--- config.mk ---
export PLATFORM = sky130hd
export DESIGN_NAME = line_burst_adapter_flat
export DESIGN_NICKNAME = d
export VERILOG_FILES = /design/src/rtl/line_burst_adapter_if.sv /design/src/rtl/line_burst_adapter.sv /design/src/flat_wrapper.sv
export SDC_FILE = /design/constraint.sdc
export NUM_CORES = 1
export LEC_CHECK = 0
export CAP_MARGIN = 20
export CORE_AREA = 5 5 274 276
export CTS_CLUSTER_DIAMETER = 150
export DETAILED_ROUTE_END_ITERATION = 10
export DIE_AREA = 0 0 279 281
export PLACE_DENSITY = 0.64
export REMOVE_ABC_BUFFERS = 1
export SLEW_MARGIN = 40
export SYNTH_ARGS = -nofsm -noshare
export SYNTH_HDL_FRONTEND = slang
export SYNTH_SLANG_ARGS = --single-unit
--- constraint.sdc ---
create_clock -name clk -period 28.5 [get_ports clk]
set_clock_uncertainty 0.05 [all_clocks]
set_input_delay 2.85 -clock clk [delete_from_list [all_inputs] [get_ports clk]]
set_output_delay 2.85 -clock clk [all_outputs]
set_load 0.005 [all_outputs]
--- src/rtl/line_burst_adapter_if.sv ---
// Cache-side line port and memory-side burst port of the line/burst adapter.
// The adapter takes the slave view; the cache/memory environment takes the master view.
interface line_burst_adapter_if #(
    parameter int S_LINE  = 256,
    parameter int S_BURST = 64
);
    logic                line_read;
    logic                line_write;
    logic [31:0]         line_address;
    logic [S_LINE-1:0]   line_wdata;
    logic [S_LINE-1:0]   line_rdata;
    logic                line_resp;
    logic                mem_read;
    logic                mem_write;
    logic [31:0]         mem_address;
    logic [S_BURST-1:0]  mem_wdata;
    logic [S_BURST-1:0]  mem_rdata;
    logic                mem_resp;

    modport slave (
        input  line_read, line_write, line_address, line_wdata, mem_rdata, mem_resp,
        output line_rdata, line_resp, mem_read, mem_write, mem_address, mem_wdata
    );

    modport master (
        output line_read, line_write, line_address, line_wdata, mem_rdata, mem_resp,
        input  line_rdata, line_resp, mem_read, mem_write, mem_address, mem_wdata
    );
endinterface

--- src/rtl/line_burst_adapter.sv ---
// Serializes whole-line fills/writebacks into fixed-length beat bursts on a narrower memory bus.
// S_LINE / S_BURST is expected to be a power of two of at least 2.
module line_burst_adapter #(
    parameter int S_LINE   = 256,
    parameter int S_BURST  = 64,
    parameter int S_OFFSET = 5
) (
    input  logic                 clk,
    input  logic                 rst,
    line_burst_adapter_if.slave  bus
);
    localparam int BURST_LEN = S_LINE / S_BURST;
    localparam int CNT_W     = (BURST_LEN > 1) ? $clog2(BURST_LEN) : 1;

    typedef enum logic [1:0] {
        IDLE     = 2'd0,
        RD_BURST = 2'd1,
        WR_BURST = 2'd2,
        DONE     = 2'd3
    } state_t;

    state_t              r_state;
    state_t              w_next;
    logic [CNT_W-1:0]    r_cnt;
    logic [CNT_W-1:0]    w_cnt_inc;
    logic [S_LINE-1:0]   r_wbuf;
    logic [S_LINE-1:0]   r_line_rdata;
    logic [31:0]         r_addr;
    logic [31:0]         w_addr_aligned;
    logic [S_BURST-1:0]  r_mem_wdata;
    logic                r_line_resp;
    logic                r_mem_read;
    logic                r_mem_write;
    logic                w_last;
    logic                w_in_burst;
    logic                w_nxt_read;
    logic                w_nxt_write;
    logic                w_nxt_resp;
    logic                w_unused_offset;

    assign w_addr_aligned  = {bus.line_address[31:S_OFFSET], {S_OFFSET{1'b0}}};
    assign w_unused_offset = ^bus.line_address[S_OFFSET-1:0];
    assign w_last          = (r_cnt == CNT_W'(BURST_LEN - 1));
    assign w_cnt_inc       = r_cnt + {{(CNT_W-1){1'b0}}, 1'b1};
    assign w_in_burst      = (r_state == RD_BURST) || (r_state == WR_BURST);

    // Next-state decode plus the control outputs that the state being entered will drive.
    always_comb begin
        w_next = r_state;
        case (r_state)
            IDLE: begin
                if (bus.line_write) begin
                    w_next = WR_BURST;
                end else if (bus.line_read) begin
                    w_next = RD_BURST;
                end else begin
                    w_next = IDLE;
                end
            end
            RD_BURST, WR_BURST: begin
                if (bus.mem_resp && w_last) begin
                    w_next = DONE;
                end else begin
                    w_next = r_state;
                end
            end
            DONE:    w_next = IDLE;
            default: w_next = IDLE;
        endcase
        w_nxt_read  = (w_next == RD_BURST);
        w_nxt_write = (w_next == WR_BURST);
        w_nxt_resp  = (w_next == DONE);
    end

    // State register, beat counter and registered control outputs.
    always_ff @(posedge clk or posedge rst) begin
        if (rst) begin
            r_state     <= IDLE;
            r_cnt       <= '0;
            r_mem_read  <= 1'b0;
            r_mem_write <= 1'b0;
            r_line_resp <= 1'b0;
        end else begin
            r_state     <= w_next;
            r_mem_read  <= w_nxt_read;
            r_mem_write <= w_nxt_write;
            r_line_resp <= w_nxt_resp;
            if (r_state == IDLE) begin
                r_cnt <= '0;
            end else if (w_in_burst && bus.mem_resp) begin
                r_cnt <= w_cnt_inc;
            end else begin
                r_cnt <= r_cnt;
            end
        end
    end

    // Request capture, write-beat staging and fill assembly.
    always_ff @(posedge clk or posedge rst) begin
        if (rst) begin
            r_wbuf       <= '0;
            r_addr       <= 32'd0;
            r_mem_wdata  <= '0;
            r_line_rdata <= '0;
        end else begin
            if ((r_state == IDLE) && bus.line_write) begin
                r_wbuf      <= bus.line_wdata;
                r_addr      <= w_addr_aligned;
                r_mem_wdata <= bus.line_wdata[S_BURST-1:0];
            end else if ((r_state == IDLE) && bus.line_read) begin
                r_addr <= w_addr_aligned;
            end else if ((r_state == WR_BURST) && bus.mem_resp && !w_last) begin
                // Stage the following beat so mem_wdata comes straight from a flop.
                r_mem_wdata <= r_wbuf[int'(w_cnt_inc) * S_BURST +: S_BURST];
            end
            if ((r_state == RD_BURST) && bus.mem_resp) begin
                r_line_rdata[int'(r_cnt) * S_BURST +: S_BURST] <= bus.mem_rdata;
            end
        end
    end

    assign bus.line_rdata  = r_line_rdata;
    assign bus.line_resp   = r_line_resp;
    assign bus.mem_read    = r_mem_read;
    assign bus.mem_write   = r_mem_write;
    assign bus.mem_address = r_addr;
    assign bus.mem_wdata   = r_mem_wdata;
endmodule

--- src/flat_wrapper.sv ---
// flat-port wrapper written by rule: the top's interface ports become plain ports
module line_burst_adapter_flat 
#(
    parameter int S_LINE   = 256,
    parameter int S_BURST  = 64,
    parameter int S_OFFSET = 5
)
  (clk, rst, bus_line_read, bus_line_write, bus_line_address, bus_line_wdata, bus_mem_rdata, bus_mem_resp, bus_line_rdata, bus_line_resp, bus_mem_read, bus_mem_write, bus_mem_address, bus_mem_wdata);
  line_burst_adapter_if #(.S_LINE(S_LINE), .S_BURST(S_BURST)) bus_i ();
  input  logic clk;
  input  logic rst;
  input wire logic [$bits(bus_i.line_read)-1:0] bus_line_read;
  input wire logic [$bits(bus_i.line_write)-1:0] bus_line_write;
  input wire logic [$bits(bus_i.line_address)-1:0] bus_line_address;
  input wire logic [$bits(bus_i.line_wdata)-1:0] bus_line_wdata;
  input wire logic [$bits(bus_i.mem_rdata)-1:0] bus_mem_rdata;
  input wire logic [$bits(bus_i.mem_resp)-1:0] bus_mem_resp;
  output wire logic [$bits(bus_i.line_rdata)-1:0] bus_line_rdata;
  output wire logic [$bits(bus_i.line_resp)-1:0] bus_line_resp;
  output wire logic [$bits(bus_i.mem_read)-1:0] bus_mem_read;
  output wire logic [$bits(bus_i.mem_write)-1:0] bus_mem_write;
  output wire logic [$bits(bus_i.mem_address)-1:0] bus_mem_address;
  output wire logic [$bits(bus_i.mem_wdata)-1:0] bus_mem_wdata;
  assign bus_i.line_read = bus_line_read;
  assign bus_i.line_write = bus_line_write;
  assign bus_i.line_address = bus_line_address;
  assign bus_i.line_wdata = bus_line_wdata;
  assign bus_i.mem_rdata = bus_mem_rdata;
  assign bus_i.mem_resp = bus_mem_resp;
  assign bus_line_rdata = bus_i.line_rdata;
  assign bus_line_resp = bus_i.line_resp;
  assign bus_mem_read = bus_i.mem_read;
  assign bus_mem_write = bus_i.mem_write;
  assign bus_mem_address = bus_i.mem_address;
  assign bus_mem_wdata = bus_i.mem_wdata;
  line_burst_adapter #(.S_LINE(S_LINE), .S_BURST(S_BURST), .S_OFFSET(S_OFFSET)) u_core (.clk(clk), .rst(rst), .bus(bus_i));
endmodule
==> results of run 1 <==
-- cell type report --
type	instances	area [µm²]
fillers	6590	37580
flip-flops and latches	610	15270
multi-input cells	1384	8391
repair buffers	732	7423
clock buffers	102	2021
well taps	959	1200
clock inverters	21	241.5
inverters	43	168.9
diodes	20	50.05
-- worst register-to-register path: stages (launching register included) --
cell and delay, ns:
dfrtp_4 0.73, buf_6 0.58, inv_1 0.36, ha_4 0.75, nand3b_1 0.28, nor2_2 0.65
buf_4 0.37, a22o_1 0.16
-- sequential cells by signal, summed over array words and instances, names as in the netlist --
signal / flops
u_core.r_state: 2
u_core.bus.mem_read: 1
u_core.r_wbuf: 256
u_core.bus.mem_write: 1
u_core.bus.mem_address: 27
u_core.bus.line_rdata: 256
u_core.bus.mem_wdata: 64
u_core.bus.line_resp: 1
u_core.r_cnt: 2
-- metrics by stage --
stage | worst slack [ns] | util | hold WS, ns
after CTS | 22.90 | 0.4792 | 0.4207
after floorplan | 8.522 | - | 0.3903
after detailed placement | 22.23 | 0.4479 | 0.4069
after global placement | 21.75 | 0.4458 | 0.4034
after global routing | 22.75 | 0.4804 | 0.4336
final | 23.20 | 0.4806 | 0.4193
-- worst min-delay path by stage --
stage / from / endpoint / slack (ns) / depth (start not counted)
detailed placement: u_core.r_wbuf[216] / u_core.r_wbuf[216] / 0.41 / 2
CTS: u_core.r_wbuf[216] / u_core.r_wbuf[216] / 0.42 / 2
finish: u_core.r_wbuf[216] / u_core.r_wbuf[216] / 0.42 / 2
global placement: u_core.r_wbuf[14] / u_core.r_wbuf[14] / 0.40 / 2
floorplan: u_core.r_wbuf[192] / u_core.r_wbuf[192] / 0.39 / 2
global route: u_core.r_wbuf[216] / u_core.r_wbuf[216] / 0.43 / 2
-- power by group through the flow --
stage | sequential (mW) | combinational, mW | clock (mW)
after CTS | 1.32 | 1.01 | 0.904
after global routing | 1.36 | 1.10 | 0.939
after detailed placement | 1.34 | 1.00 | 0
final | 1.32 | 0.996 | 0.881
after global placement | 1.32 | 0.970 | 0
after floorplan | 1.30 | 0.576 | 0
-- metal layers --
layer | track usage | share of wire | routed length, µm | vias to the layer above
met1 | 0.2529 | 0.39 | 32470 | 9767
met2 | 0.3390 | 0.48 | 40310 | 755
met3 | 0.06596 | 0.091 | 7563 | 165
met5 | 0 | 0.0017 | 138 | -
li1 | - | - | - | 8783
met4 | 0.08470 | 0.034 | 2823 | 20
-- cell families (layout without fill, tap and decap cells) --
family / count (synthesis) / after routing / share of synthesized area
compound gates: 353 / 353 / 0.1136
xor+xnor: 1 / 1 / 0.0003564
fa+ha+maj: 8 / 8 / 0.004073
buf+inv: 207 / 898 / 0.04205
flops: 610 / 610 / 0.6211
mux: 91 / 91 / 0.07102
other cells: 1 / 25 / 0.0001526
simple gates: 926 / 926 / 0.1476
-- synth_stat cells (3+ instances only) --
library cell  instances  share of area
clkbuf_1             68          0.010
o21ai_1              30         0.0061
a211oi_1             26         0.0079
buf_2                52          0.011
o211ai_1             38          0.012
inv_1                43         0.0066
buf_1                12         0.0018
buf_6                19         0.0087
ha_1                  8         0.0041
a21oi_1               3        0.00061
mux4_2               64          0.059
nand3_1              42         0.0086
a31oi_1              26         0.0066
dfrtp_1             610           0.62
nand2_1             868           0.13
buf_4                12         0.0037
mux2_2               27          0.012
a22o_1              221          0.079
o21ai_0               7         0.0014
==> out/results.txt, run 1 <==
most frequent cells in the layout: nand2_1 (867), clkdlybuf4s50_1 (701), dfrtp_1 (609), a22o_1 (221), clkbuf_16 (69)
area of the die: 78400 µm²
Unique masters post-synth: 36
Tightest Pin Transition: 0.8636 ns
Port Buffer Count: 701
Seq pwr share: 0.413
post_cts resized: 0
drt initial violations: 1214
Cell Chain, Critical Path: clkdlybuf4s50_1 -> inv_8 -> buf_6 -> buf_6 -> clkbuf_8
area growth from synthesis to layout: 41.44%
worst setup path endpoint: u_core.r_wbuf[180]
Peak Freq: 0.1888 GHz
Avg Cell Area, Syn: 11.19 µm²
Final nets: 3204
drt wl/cell: 21.52 µm
die height: 281 µm
dpl cells: 3727
Slew Viols, Final: 0
min cycle time layout: 5.296 ns
largest net degree at the start of global routing: 129
HPWL after detailed placement: 58280 µm
total power draw: 3.198 mW
Worst Path Arrival: 5.90 ns
reg2reg start: u_core.r_cnt[0]
clock sinks: 610
EDFF count, synth: 0
Worst Hold Class: register to register
clock tree buffer depth: 3
vias in the first global route: 20520
period utilisation layout: 0.1858
status: finished, final reports clean
clk root buf: clkbuf_16
io pins: 712
core area: 72340 µm²
Final Hold Vio Count: 0
critical path's top delay family: buffers and inverters
Rows: 99
initial antenna violation count: 37
gr usage total: 0.2060
total negative setup slack: 0 ns
critical path startpoint category: input pin
ratio of cells with drive above 1 in the final layout: 0.08541
Post-route DRC: 0
H-tree depth: 3
Avg Vias per Cell: 5.035
CP Depth: 5
placed cell area: 32400 µm²
crit path from: rst
register area share after synthesis: 0.6211
Net Sw Frac: 0.3170
final instance area: 34760 µm²
maximum VDD drop: 0.05075 mV
Worst slew margin: 0.4242
Internal Power: 2.184 mW
FF+latch count, synth: 610
most common cell after layout, fill and taps aside: nand2_1
DRT antenna net count: 0
P per Cell Area: 92.00 nW/µm²
reg2reg path depth: 7
P_sw: 1.014 mW
Mapped Cells: 2197
Post-Syn Area: 24580 µm²
total clock buffers created by CTS: 68
Worst-path clk slew: 0.05 ns
final setup vio count: 0
Crit Path Category: input pin to async pin
WP data required: 29.10 ns
chip width: 279 µm
fin cells: 3871
CTS tree: yes
Post-CTS Setup Bufs: 0
Clock Power Share: 0.275
Initial Util: 0.3398
global-route wire length before repair: 125900 µm
hold_buf cts: 0
crit-path max cell delay: 0.68 ns
CP most frequent cell: buf_6
RSZ-0062 raised after global routing: no
max_cap viols: 0
Most used DFF post-synth: dfrtp_1
slowest CP cell: clkbuf_8
grt ovf: 0
Combinational Power Share: 0.312
CP Max Fanout: 86
drt pass-1 iters: 5
Final GP Congestion: 0.8840
CP Capture Type: async pin
Buf/Inv on CP: 5
total routed wirelength: 83310 µm
reg2reg setup slack: 24.50 ns
Async SR Flop Fraction: 1.000
Clock Latency Late Sink: 0.59 ns
Leak: 15.76 nW
YS warnings: 0
vias post-DR: 19490
FF-to-FF End: u_core.bus.line_rdata[70]
Power figures use the tool's default switching activity.
==> run 2: changes to the inputs <==
--- a/config.mk
+++ b/config.mk
@@ -6,11 +6,11 @@
 export NUM_CORES = 1
 export LEC_CHECK = 0
 export CAP_MARGIN = 20
-export CORE_AREA = 5 5 274 276
+export CORE_AREA = 5 5 276 278
 export CTS_CLUSTER_DIAMETER = 150
 export DETAILED_ROUTE_END_ITERATION = 10
-export DIE_AREA = 0 0 279 281
-export PLACE_DENSITY = 0.64
+export DIE_AREA = 0 0 281 283
+export PLACE_DENSITY = 0.65
 export REMOVE_ABC_BUFFERS = 1
 export SLEW_MARGIN = 40
 export SYNTH_ARGS = -nofsm -noshare
==> constraint.sdc (replaced) <==
create_clock -name clk -period 4.42 [get_ports clk]
set_clock_uncertainty 0.05 [all_clocks]
set_input_delay 0.442 -clock clk [delete_from_list [all_inputs] [get_ports clk]]
set_output_delay 0.442 -clock clk [all_outputs]
set_load 0.005 [all_outputs]
==> out/results.txt, run 2 (synthesized netlist as in run 1, its figures left out) <==
status: finished, final reports clean
HPWL after detailed placement: 58900 µm
DR WL met3: 7785 µm
io pins: 712
Tightest Pin Transition: 0.8071 ns
drt initial violations: 1345
critical path's top delay family: buffers and inverters
hold_buf cts: 0
worst slack, placed: 1.135 ns
Met2 Wirelength: 40770 µm
total routed wirelength: 84570 µm
Worst Path Arrival: 3.47 ns
RSZ-0062 raised after global routing: no
Final Hold Vio Count: 0
core area: 73700 µm²
final instance area: 35020 µm²
Final WS setup: 1.350 ns
reg2reg setup slack: 1.35 ns
CP Depth: 6
reg2reg path depth: 6
reg2reg start: u_core.r_cnt[0]
Clock Latency Late Sink: 0.60 ns
Rows: 100
area growth from synthesis to layout: 42.50%
Worst Hold Class: input pin to async pin
total clock buffers created by CTS: 68
WP data required: 4.82 ns
drt pass-1 iters: 5
Post-CTS Setup Bufs: 0
Final nets: 3220
H-tree depth: 3
clock tree buffer depth: 3
initial antenna violation count: 34
die height: 283 µm
CTS tree: yes
DRT met1 WL: 33120 µm
top layer in use: met5
Worst slew margin: 0.4613
Slew Viols, Final: 0
critical path startpoint category: register
post_cts resized: 0
min cycle time layout: 3.070 ns
Peak Freq: 0.3258 GHz
FF-to-FF End: u_core.bus.mem_wdata[23]
crit path from: u_core.r_cnt[0]
most common cell after layout, fill and taps aside: nand2_1
slowest CP cell: ha_4
Initial Util: 0.3335
CP Capture Type: register
worst setup path endpoint: u_core.bus.mem_wdata[23]
clock sinks: 610
ratio of cells with drive above 1 in the final layout: 0.09219
Leak: 15.92 nW
Port Buffer Count: 701
most frequent cells in the layout: nand2_1 (867), clkdlybuf4s50_1 (701), dfrtp_1 (609), a22o_1 (221), clkbuf_16 (70)
total power draw: 21.03 mW
Cell Chain, Critical Path: inv_1 -> ha_4 -> buf_4 -> mux4_2 -> nand3_1 -> o211ai_1
gr usage total: 0.2043
Post-route DRC: 0
chip width: 281 µm
Buf/Inv on CP: 2
max_cap viols: 0
DRT antenna net count: 0
clk root buf: clkbuf_16
grt ovf: 0
final setup vio count: 0
Final GP Congestion: 0.8726
global-route wire length before repair: 126800 µm
Worst-path clk slew: 0.06 ns
P per Cell Area: 600.6 nW/µm²
vias in the first global route: 20566
maximum VDD drop: 0.3032 mV
area of the die: 79520 µm²
vias post-DR: 19592
drt wl/cell: 21.74 µm
crit-path max cell delay: 0.79 ns
Avg Vias per Cell: 5.035
CP Max Fanout: 40
placed cell area: 32520 µm²
Crit Path Category: register to register
largest net degree at the start of global routing: 185
period utilisation layout: 0.6945
-- run 2: final cells by class --
class | instances | area, µm²
fillers | 6639 | 38670
clock buffers | 94 | 1982
diodes | 15 | 37.54
well taps | 969 | 1212
repair buffers | 748 | 7545
clock inverters | 28 | 435.4
multi-input cells | 1384 | 8373
flip-flops and latches | 610 | 15270
inverters | 43 | 168.9
-- run 2: layer usage --
layer  GRT usage  vias up
li1            -     8812
met1      0.2533     9784
met2      0.3364      801
met3     0.06571      163
met4     0.07382       32
met5           0        -
-- run 2: worst register-to-register path: cells and delay by family (launching register included) --
family                   cells  cell delay [ns]
flip-flops                   1             0.63
AO/OA/AOI/OAI                1             0.09
multiplexers                 1             0.42
AND/OR/NAND/NOR              1             0.10
adder cells (fa/ha/maj)      1             0.79
buffers and inverters        2             0.85
-- run 2: stage by stage --
step                hold WS (ns)    util  cells  TNS (ns)
floorplan                 0.3903       -   2037  -9240.56
global placement          0.4030  0.4406   3751         0
detailed placement        0.4071  0.4413   3752         0
CTS                       0.1519  0.4741   3874         0
global route              0.1868  0.4750   3884         0
finish                    0.1945  0.4752   3891         0
-- run 2: how the worst min path moves through the flow --
stage                                  start  slack [ns]  cells after the start                  to
after floorplan           u_core.r_wbuf[192]        0.39                      2  u_core.r_wbuf[192]
after global placement     u_core.r_wbuf[26]        0.40                      2   u_core.r_wbuf[26]
after detailed placement  u_core.r_wbuf[214]        0.41                      2  u_core.r_wbuf[214]
after CTS                                rst        0.15                      2  u_core.r_wbuf[202]
after global routing                     rst        0.19                      2  u_core.r_wbuf[138]
final                                    rst        0.19                      2  u_core.r_wbuf[202]
-- run 2: power by group --
part | switching [mW] | total [mW] | internal (mW) | leakage [nW]
Clock | 2.39 | 6.04 | 3.65 | 1.18
Combinational | 3.10 | 6.45 | 3.35 | 6.90
Sequential | 1.10 | 8.54 | 7.44 | 7.84
==> run 3: changes to the inputs <==
==> constraint.sdc (replaced) <==
create_clock -name clk -period 2.8 [get_ports clk]
set_clock_uncertainty 0.05 [all_clocks]
set_input_delay 0.28 -clock clk [delete_from_list [all_inputs] [get_ports clk]]
set_output_delay 0.28 -clock clk [all_outputs]
set_load 0.005 [all_outputs]
==> out/results.txt, run 3 (synthesized netlist as in run 1, its figures left out) <==
Post-CTS Setup Bufs: 0
Net Sw Frac: 0.3149
CP Max Fanout: 35
Worst Hold Class: input pin to async pin
CTS tree: yes
Internal Power: 22.34 mW
initial antenna violation count: 19
Reg area: 15270 µm²
Seq pwr share: 0.414
crit-path max cell delay: 0.50 ns
gr usage total: 0.2057
HPWL after detailed placement: 60620 µm
drt wl/cell: 21.84 µm
chip width: 281 µm
Port Buffer Count: 701
Worst-path clk slew: 0.06 ns
Crit Path Category: register to register
Buf/Inv on CP: 2
WP data required: 3.29 ns
Initial Util: 0.3335
Clock Power Share: 0.265
io pins: 712
worst slack, placed: 0.3568 ns
Final Hold Vio Count: 0
hold_buf cts: 0
Clock Latency Late Sink: 0.61 ns
drt initial violations: 1351
vias post-DR: 19933
clock sinks: 610
multi-input logic area: 8373 µm²
clk root buf: clkbuf_16
largest net degree at the start of global routing: 147
total clock buffers created by CTS: 61
Combinational Power Share: 0.321
CP Capture Type: register
final instance area: 35070 µm²
vias in the first global route: 20848
P_sw: 10.27 mW
most common cell after layout, fill and taps aside: nand2_1
maximum VDD drop: 0.5255 mV
ratio of cells with drive above 1 in the final layout: 0.09815
H-tree depth: 2
period utilisation layout: 0.8386
critical path startpoint category: register
global-route wire length before repair: 128800 µm
Fillers: 6529
slowest CP cell: dfrtp_4
Post-route DRC: 0
min cycle time layout: 2.348 ns
Finished Core Util: 0.4759
post_cts resized: 0
Worst Path Arrival: 2.84 ns
area of the die: 79520 µm²
DRT antenna net count: 0
Final nets: 3237
area growth from synthesis to layout: 42.70%
final setup vio count: 0
placed cell area: 32890 µm²
Peak Freq: 0.4259 GHz
Slew Viols, Final: 0
Avg Vias per Cell: 5.108
Tightest Pin Transition: 0.7640 ns
drt pass-1 iters: 7
RSZ-0062 raised after global routing: no
Final GP Congestion: 0.8812
P per Cell Area: 929.6 nW/µm²
Leak: 15.98 nW
most frequent cells in the layout: nand2_1 (867), clkdlybuf4s50_1 (701), dfrtp_1 (609), a22o_1 (221), mux4_2 (64)
Hold Slack: 0.07317 ns
status: finished, final reports clean
Worst slew margin: 0.4907
total negative setup slack: 0 ns
die height: 283 µm
max_cap viols: 0
Final WS setup: 0.4518 ns
grt ovf: 0
core area: 73700 µm²
critical path's top delay family: buffers and inverters
clock tree buffer depth: 3
Rows: 100
Cell Chain, Critical Path: inv_1 -> ha_4 -> nand3b_1 -> nor3_4 -> buf_4 -> a22o_1
total routed wirelength: 85210 µm
## run 3: worst paths after layout
check | end | from | cells after the start | slack (ns)
min in group clk | u_core.r_wbuf[106] | bus_line_wdata[106] | 3 | 0.14
max | u_core.bus.line_rdata[94] | u_core.r_cnt[0] | 6 | 0.45
min | u_core.bus.line_rdata[232] | rst | 2 | 0.07
min reg2reg | u_core.r_wbuf[174] | u_core.r_wbuf[174] | 2 | 0.42
max in group asynchronous | u_core.bus.mem_wdata[33] | rst | 4 | 1.72
max reg2reg | u_core.bus.line_rdata[94] | u_core.r_cnt[0] | 6 | 0.45
## run 3: per-layer routing
metal  GRT usage  wire [µm]  vias to the layer above
li1            -          -                     8826
met3     0.04776       7227                      144
met5           0         23                        -
met1      0.2687      34050                    10028
met2      0.3424      41610                      931
met4     0.06353       2302                        4
## run 3: power groups by stage
| stage | Sequential [mW] | Combinational (mW) | Clock (mW) |
|---|---|---|---|
| 6_report | 13.5 | 10.5 | 8.65 |
| 5_1_grt | 13.8 | 11.5 | 9.19 |
| 4_1_cts | 13.5 | 10.6 | 8.83 |
| 3_5_place_dp | 13.6 | 10.6 | 0 |
| 3_3_place_gp | 13.4 | 10.3 | 0 |
| 2_1_floorplan | 13.5 | 6.47 | 0 |
## run 3: through the flow
| stage | instances | power [mW] |
|---|---|---|
| 2_1_floorplan | 2037 | 19.95 |
| 3_3_place_gp | 3778 | 23.68 |
| 3_5_place_dp | 3778 | 24.15 |
| 4_1_cts | 3893 | 32.93 |
| 5_1_grt | 3899 | 34.47 |
| 6_report | 3902 | 32.60 |
## run 3: final cells by class
type | instances | share of cell area
antenna | 9 | 0.0006421
clock buffer | 93 | 0.05444
clock inverter | 22 | 0.007171
inverter | 43 | 0.004816
multi-input combinational | 1384 | 0.2387
sequential | 610 | 0.4353
tap | 969 | 0.03457
timing repair buffer | 772 | 0.2243
